## src/rtl/boss_ctrl.sv

```systemverilog
// Boss controller for STAGE3: entry descent, edge-bouncing patrol, hurt/death handling
// and a 4-frame walk animation, all advanced by frame_tick.
module boss_ctrl #(
  parameter int X_MAX      = 310,
  parameter int X_START    = 155,
  parameter int Y_HOME     = 40,
  parameter int SPEED      = 2,
  parameter int HP_MAX     = 8,
  parameter int ANIM_DIV   = 8,
  parameter int HURT_TICKS = 16
) (
  input  logic       clk,
  input  logic       rst_n,
  input  logic [3:0] state,
  input  logic       frame_tick,
  input  logic       hit,
  output logic [8:0] boss_x,
  output logic [8:0] boss_y,
  output logic [3:0] boss_state,
  output logic [3:0] boss_hp,
  output logic       boss_dead,
  output logic [2:0] fsm_state
);

  typedef enum logic [2:0] {
    IDLE   = 3'd0,
    ENTER  = 3'd1,
    PATROL = 3'd2,
    HURT   = 3'd3,
    DEAD   = 3'd4
  } fsm_e;

  localparam logic [3:0] STAGE3 = 4'd6;
  localparam int AW = (ANIM_DIV > 1) ? $clog2(ANIM_DIV) : 1;
  localparam int HW = (HURT_TICKS > 1) ? $clog2(HURT_TICKS) : 1;
  localparam logic [8:0]    X_MAX_V   = 9'(X_MAX);
  localparam logic [8:0]    X_START_V = 9'(X_START);
  localparam logic [8:0]    Y_HOME_V  = 9'(Y_HOME);
  localparam logic [9:0]    SPEED_W   = 10'(SPEED);
  localparam logic [8:0]    SPEED_V   = 9'(SPEED);
  localparam logic [3:0]    HP_MAX_V  = 4'(HP_MAX);
  localparam logic [AW-1:0] ANIM_LAST = AW'(ANIM_DIV - 1);
  localparam logic [HW-1:0] HURT_LAST = HW'(HURT_TICKS - 1);

  fsm_e          fsm_q, fsm_d;
  logic [8:0]    x_q, x_d, y_q, y_d;
  logic [3:0]    bst_q, bst_d, hp_q, hp_d;
  logic          dead_q, dead_d, dir_q, dir_d;  // dir: 1 = moving right
  logic [AW-1:0] anim_q, anim_d;
  logic [HW-1:0] hurt_q, hurt_d;
  logic [9:0]    x_right;

  assign x_right = {1'b0, x_q} + SPEED_W;

  always_ff @(posedge clk) begin
    if (!rst_n) begin
      fsm_q  <= IDLE;
      x_q    <= X_START_V;
      y_q    <= '0;
      bst_q  <= '0;
      hp_q   <= HP_MAX_V;
      dead_q <= 1'b0;
      dir_q  <= 1'b1;
      anim_q <= '0;
      hurt_q <= '0;
    end else begin
      fsm_q  <= fsm_d;
      x_q    <= x_d;
      y_q    <= y_d;
      bst_q  <= bst_d;
      hp_q   <= hp_d;
      dead_q <= dead_d;
      dir_q  <= dir_d;
      anim_q <= anim_d;
      hurt_q <= hurt_d;
    end
  end

  always_comb begin
    fsm_d  = fsm_q;
    x_d    = x_q;
    y_d    = y_q;
    bst_d  = bst_q;
    hp_d   = hp_q;
    dead_d = dead_q;
    dir_d  = dir_q;
    anim_d = anim_q;
    hurt_d = hurt_q;
    if (state != STAGE3) begin
      // Leaving the stage wipes the boss back to its entry condition.
      fsm_d  = IDLE;
      x_d    = X_START_V;
      y_d    = '0;
      bst_d  = '0;
      hp_d   = HP_MAX_V;
      dead_d = 1'b0;
      dir_d  = 1'b1;
      anim_d = '0;
      hurt_d = '0;
    end else begin
      case (fsm_q)
        IDLE: fsm_d = ENTER;
        ENTER, PATROL: begin
          if (hit && hp_q != 4'd0) begin
            // A hit takes priority over movement in the same cycle.
            hp_d   = hp_q - 4'd1;
            hurt_d = '0;
            if (hp_q == 4'd1) begin
              fsm_d  = DEAD;
              dead_d = 1'b1;
              bst_d  = 4'd5;
            end else begin
              fsm_d = HURT;
              bst_d = 4'd4;
            end
          end else if (frame_tick) begin
            if (anim_q == ANIM_LAST) begin
              anim_d = '0;
              bst_d  = {2'b00, bst_q[1:0] + 2'd1};
            end else begin
              anim_d = anim_q + 1'b1;
            end
            if (fsm_q == ENTER) begin
              y_d = y_q + 9'd1;
              if (y_q + 9'd1 == Y_HOME_V) fsm_d = PATROL;
            end else if (dir_q) begin
              if (x_right >= {1'b0, X_MAX_V}) begin
                x_d   = X_MAX_V;
                dir_d = 1'b0;
              end else begin
                x_d = x_right[8:0];
              end
            end else begin
              if (x_q <= SPEED_V) begin
                x_d   = '0;
                dir_d = 1'b1;
              end else begin
                x_d = x_q - SPEED_V;
              end
            end
          end
        end
        HURT: begin
          if (frame_tick) begin
            if (hurt_q == HURT_LAST) begin
              hurt_d = '0;
              anim_d = '0;
              bst_d  = '0;
              fsm_d  = (y_q < Y_HOME_V) ? ENTER : PATROL;
            end else begin
              hurt_d = hurt_q + 1'b1;
            end
          end
        end
        DEAD: ;
        default: fsm_d = IDLE;
      endcase
    end
  end

  assign boss_x     = x_q;
  assign boss_y     = y_q;
  assign boss_state = bst_q;
  assign boss_hp    = hp_q;
  assign boss_dead  = dead_q;
  assign fsm_state  = fsm_q;

endmodule
```

## config.mk

```make
export PLATFORM = sky130hd
export DESIGN_NAME = boss_ctrl
export DESIGN_NICKNAME = d
export VERILOG_FILES = /design/src/rtl/boss_ctrl.sv
export SDC_FILE = /design/constraint.sdc
export NUM_CORES = 1
export LEC_CHECK = 0
export ABC_AREA = 1
export ABC_CLOCK_PERIOD_IN_PS = 2090
export BUFFER_PORTS_ARGS = -buffer_cell sky130_fd_sc_hd__buf_2
export CAP_MARGIN = 20
export CORE_MARGIN = 3
export CORE_UTILIZATION = 30
export DETAILED_ROUTE_END_ITERATION = 12
export GPL_TIMING_DRIVEN = 0
export HOLD_SLACK_MARGIN = 0.12
export MAX_ROUTING_LAYER = met4
export SLEW_MARGIN = 20
export SYNTH_ARGS = -nofsm -noshare
export SYNTH_HDL_FRONTEND = slang
export SYNTH_SLANG_ARGS = --single-unit
```

## constraint.sdc

```tcl
create_clock -name clk -period 2.09 [get_ports clk]
set_input_delay 0.627 -clock clk [delete_from_list [all_inputs] [get_ports clk]]
set_output_delay 0.627 -clock clk [all_outputs]
set_load 0.01 [all_outputs]
```

* Yosys cells after proc, flatten, opt, wreduce, memory -nomap -nowiden *
Cells that the tools add are included.

cells by class
  $add $sub $neg = 7
  magnitude comparators = 3
  equal/unequal tests = 18
  mux-type cells = 32
  bitwise operators = 4
  reduce and logical (&&, ||, !) cells = 14

operator list
  cell                                                                                  number
  3-bit 2-to-1 mux                                                                      12
  4-bit 2-to-1 mux                                                                      8
  9-bit 2-to-1 mux                                                                      3
  4-bit case mux with 2 select lines                                                    2
  3-bit inequality test, second input constant                                          4
  3-bit case mux with 4 select lines                                                    1
  9-bit by 2-bit adder with 10-bit output, second input constant                        1
  10-bit by 9-bit greater-or-equal comparator with 1-bit output, second input constant  1
  2-bit inequality test, second input constant                                          5
  5-bit AND reduction                                                                   2
  9-bit by 1-bit adder with 9-bit output, second input constant                         1
  9-bit by 6-bit == test with 1-bit output, second input constant                       1
  9-bit by 2-bit <= comparator with 1-bit output, second input constant                 1
  9-bit by 6-bit less-than comparator with 1-bit output, second input constant          1
  9-bit by 2-bit subtractor with 9-bit output, second input constant                    1
  4-bit AND reduction                                                                   2
  3-bit by 2-bit == test with 1-bit output, second input constant                       2
  3-bit == test, second input constant                                                  2
  3-bit case mux with 2 select lines                                                    1
  3-bit AND reduction                                                                   2
  6-bit AND reduction                                                                   1
  4-bit by 1-bit adder with 4-bit output, second input constant                         1
  4-bit by 1-bit == test with 1-bit output, second input constant                       1
  4-bit == test, second input constant                                                  1
  other kinds (14)                                                                      21

word-level totals
  flip-flop bits (word level) = 38
  output and inout port bits = 30

* Logic depth before layout (Yosys ltp) *
  depth after elaboration = 7
  gate-level depth with buffers = 14
  gate-level depth less buffers = 14

* Least setup slack after synthesis *
OpenSTA, ideal clock, no wires.

  path kind = register to register
  start = register x_q[1] (netlist: boss_x[1])
  end = register x_q[0] (netlist: boss_x[0])
  library setup time = 0.124 ns
  data arrival time = 1.677 ns
  required time = 1.966 ns
  path slack = 0.289 ns
  cell stages (with the launch flop) = 13
  period minus slack after synthesis = 1.801 ns
  cell sequence = dfxtp_1 -> clkbuf_2 -> inv_1 -> ha_1 -> inv_1 -> o21ai_0 -> nand2_1 -> nand2_1 -> nand2_4 -> nand2_4 -> nor2_4 -> o21ai_0 -> nand2_1

between the ends
  word-level cells in the longest chain between the ends = 4
  elaborated cells on any way between the ends = 6
  classes of those cells = add/sub: 1; order compare: 2; mux: 3

ends and longest elaborated chain
  item                                                           line  RTL
  from (decl)                                                    46    logic [8:0] x_q, x_d, y_q, y_d;
  from (signal assigned)                                         58    x_q <= X_START_V;
  from (signal assigned)                                         68    x_q <= x_d;
  9-bit by 2-bit adder with 10-bit output                        53    assign x_right = {1'b0, x_q} + SPEED_W;
  10-bit by 9-bit greater-or-equal comparator with 1-bit output  127   if (x_right >= {1'b0, X_MAX_V}) begin
  9-bit 2-to-1 mux                                               127
  9-bit 2-to-1 mux *                                             126   end else if (dir_q) begin

Every way passes the cells marked *; elsewhere a longest branch is shown, timed or not.
A chain may end at the register's enable or synchronous reset.

* Worst setup path after layout *
Ends and elaborated chain as after synthesis.

==> out/metrics.yaml <==
avgViaCountPerCell: 4.705
async_flop_share_pct: 0
area_growth_pct: 16.33
reg2reg_slack_ps: 200
rr_worst_depth: 12
cts_root_buf: "clkbuf_8"
synth_top_cell_area_share_pct: 30.50
rsz0062_at_grt: "false"
ys_ff_latch: 37
worstSetupPathDepth: 12
crit_type: "flop to flop"
drt_first_pass_iters: 4
dpl-instance-area_um2: 2736
wl_um: 5789
max-cap-violations: 0
hold_viol: 0
cts_buffers: 5
clkSinkCount: 37
crit_slowest_cell: "dfxtp_2"
arrival_ps: 2060
grtUsageTotal_pct: 13.79
core_area_um2: 7807
synth_area_um2: 2429
drt_iter0_drc: 66
setup_ws_ps: 200.9
drc: 0
grt_overflow: 0
p_leak_uw: 0.001209
hpwl_um: 4492
critPathTopFamily: "simple AND/OR/NAND/NOR gates"
place_ws_ps: -158.1
final_area_um2: 2825
synthCells: 364
grt_pass1_vias: 2213
worstMarginPinSlew_ps: 552.8
required_ps: 2260
cts_tree: "done"
cp-start-kind: "flop"
ant_nets: 0
ir_drop_mv: 0.1778
rows: 32
htree_levels: 2
clock_latency_ps: 290
holdWs_ps: 464.9
cts_max_path_buffers: 2
powerDensity_nw_per_um2: 430.6
fin_skew_ps: 5.463
synth.area.top_cells: "dfxtp_1, nand2_1, inv_1"
cts.clk_slew.worst_paths_ps: 70
r2r_start: "boss_x[1]"
status: "complete, no violations"
cpMostUsedCell: "nand2_1"
ys_seq_area_share_pct: 30.50
dominantRegCellSynth: "dfxtp_1"
syn_nets: 382
fin_crit_sh_pct: 90.39
finalSetupTns_ps: 0
cp-end-kind: "flop"
num_antenna_cells: 0
finalNetCount: 425
drive_gt1_share_pct: 19.95
antenna_found_initial: 0
fmax_ghz: 0.5294
grt_max_degree: 11
dieHeight_um: 95.98
hold_path.class: "flop to flop"
initial_utilization_pct: 31.11
crit_buf_inv: 3
worstSetupStartpoint: "boss_x[1]"
grt_pass1_wl_um: 9887
synth-edff-count: 0
synth_largest_area_cell: "dfxtp_1"
setup_viol: 0
gp_congestion: 0.8814
synth_common_cells: "nand2_1, inv_1, dfxtp_1"
slowest_delay_ps: 350
hold_buffers: 0
period_needed_ps: 1889
vias: 2390
dieWidth_um: 95.98
maxSlewHeadroom_pct: 63.15
crit_path_max_fanout: 8
r2r_end: "boss_x[0]"
slew_viol_final: 0
synth.most_common_cell: "nand2_1"
syn_avg_cell_area_um2: 6.672
nFillCells: 854
ios: 38
die-area_um2: 9211
port_buffers: 36
crit_end: "boss_x[0]"
cp_cell_sequence: "clkbuf_4, inv_1, ha_1, inv_1, o21ai_1, nand2_1, nand2_1, nand2_4, nand2_4, nor2_4, o21ai_0, nand2_1"
wl_per_cell_um: 11.40
yosys_warnings: 0
synth.distinct_cells: 39
post_cts_buffers: 0
per-stage QoR:
stage / total power (µW) / cells / util (%)
2_1_floorplan: 749.1 / 364 / -
3_3_place_gp: 763.5 / 502 / 35.05
3_5_place_dp: 763.7 / 502 / 35.05
4_1_cts: 1240 / 508 / 35.99
5_1_grt: 1264 / 508 / 36.19
6_report: 1217 / 508 / 36.19
tightest hold or removal path, stage by stage, from the launching register on:
cell,delay (ps)
dfxtp_1,320
inv_1,50
a21oi_1,50
logic make-up (layout without fill, tap and decap cells):
| group | Yosys count | count (layout) | synth area share [%] |
|---|---|---|---|
| other | 1 | 1 | 0.1544 |
| adder cells (fa/ha/maj) | 10 | 10 | 5.152 |
| buffers and inverters | 61 | 103 | 10.15 |
| AO/OA/AOI/OAI | 65 | 65 | 15.15 |
| XOR/XNOR | 9 | 9 | 3.246 |
| flip-flops | 37 | 37 | 30.50 |
| AND/OR/NAND/NOR | 181 | 181 | 35.65 |
metal layers:
metal / routed length [µm] / GRT usage, %
met4: 29 / 3.436
met1: 2828 / 17.69
met2: 2698 / 22.18
met3: 232 / 2.893
met5: 0 / -
registers in the layout, indices dropped and copies added (netlist names):
| register | count |
|---|---|
| hurt_q | 4 |
| anim_q | 3 |
| boss_y | 9 |
| boss_hp | 4 |
| boss_x | 9 |
| dir_q | 1 |
| fsm_state | 3 |
| boss_state | 3 |
| boss_dead | 1 |
worst min path at each step:
stage,depth (start not counted),startpoint,slack (ps),endpoint
floorplan,2,anim_q[1],450,anim_q[1]
global placement,2,boss_dead,450,boss_dead
detailed placement,2,boss_dead,450,boss_dead
CTS,2,boss_dead,470,boss_dead
global route,2,boss_dead,490,boss_dead
finish,2,boss_dead,460,boss_dead
cell type report:
type | count | area (µm²) | area share (%)
plain buffers | 8 | 50.05 | 1.771
clock buffers | 5 | 68.82 | 2.436
clock inverters | 1 | 5.005 | 0.1771
inverters | 53 | 202.7 | 7.174
multi-input cells | 266 | 1446 | 51.20
flip-flops and latches | 37 | 744.5 | 26.35
well taps | 102 | 127.6 | 4.517
repair buffers | 36 | 180.2 | 6.377
where the power goes:
group	leakage (µW)	internal [µW]	switching, µW
clock network	0.0000399	220	250
registers	0.000299	705	0.636
logic	0.000871	14.5	26.9
total	0.00121	939	278
timing repair:
action / 4_1_cts / 5_1_grt
hold endpoints to repair: 0 / 0
gates resized for setup: 0 / 8
endpoints found under the setup margin: 0 / 9
layout by cell type (no fill, tap or decap), types with 4 or more instances in the layout:
cell type / synthesis / final
nand2_2: 4 / 4
nand2_4: 5 / 5
clkbuf_8: 0 / 5
nand4_1: 11 / 11
inv_1: 44 / 44
nor2_1: 34 / 34
nand3b_1: 5 / 5
nand3_1: 17 / 17
o21ai_0: 20 / 19
nor2_4: 3 / 4
nand2_1: 88 / 88
buf_2: 1 / 37
ha_1: 10 / 10
dfxtp_1: 37 / 34
nor3_1: 6 / 6
xor2_1: 7 / 7
a21oi_2: 4 / 4
a21oi_1: 29 / 29
inv_2: 8 / 8
Note: power is estimated with default switching activity, not from simulation.
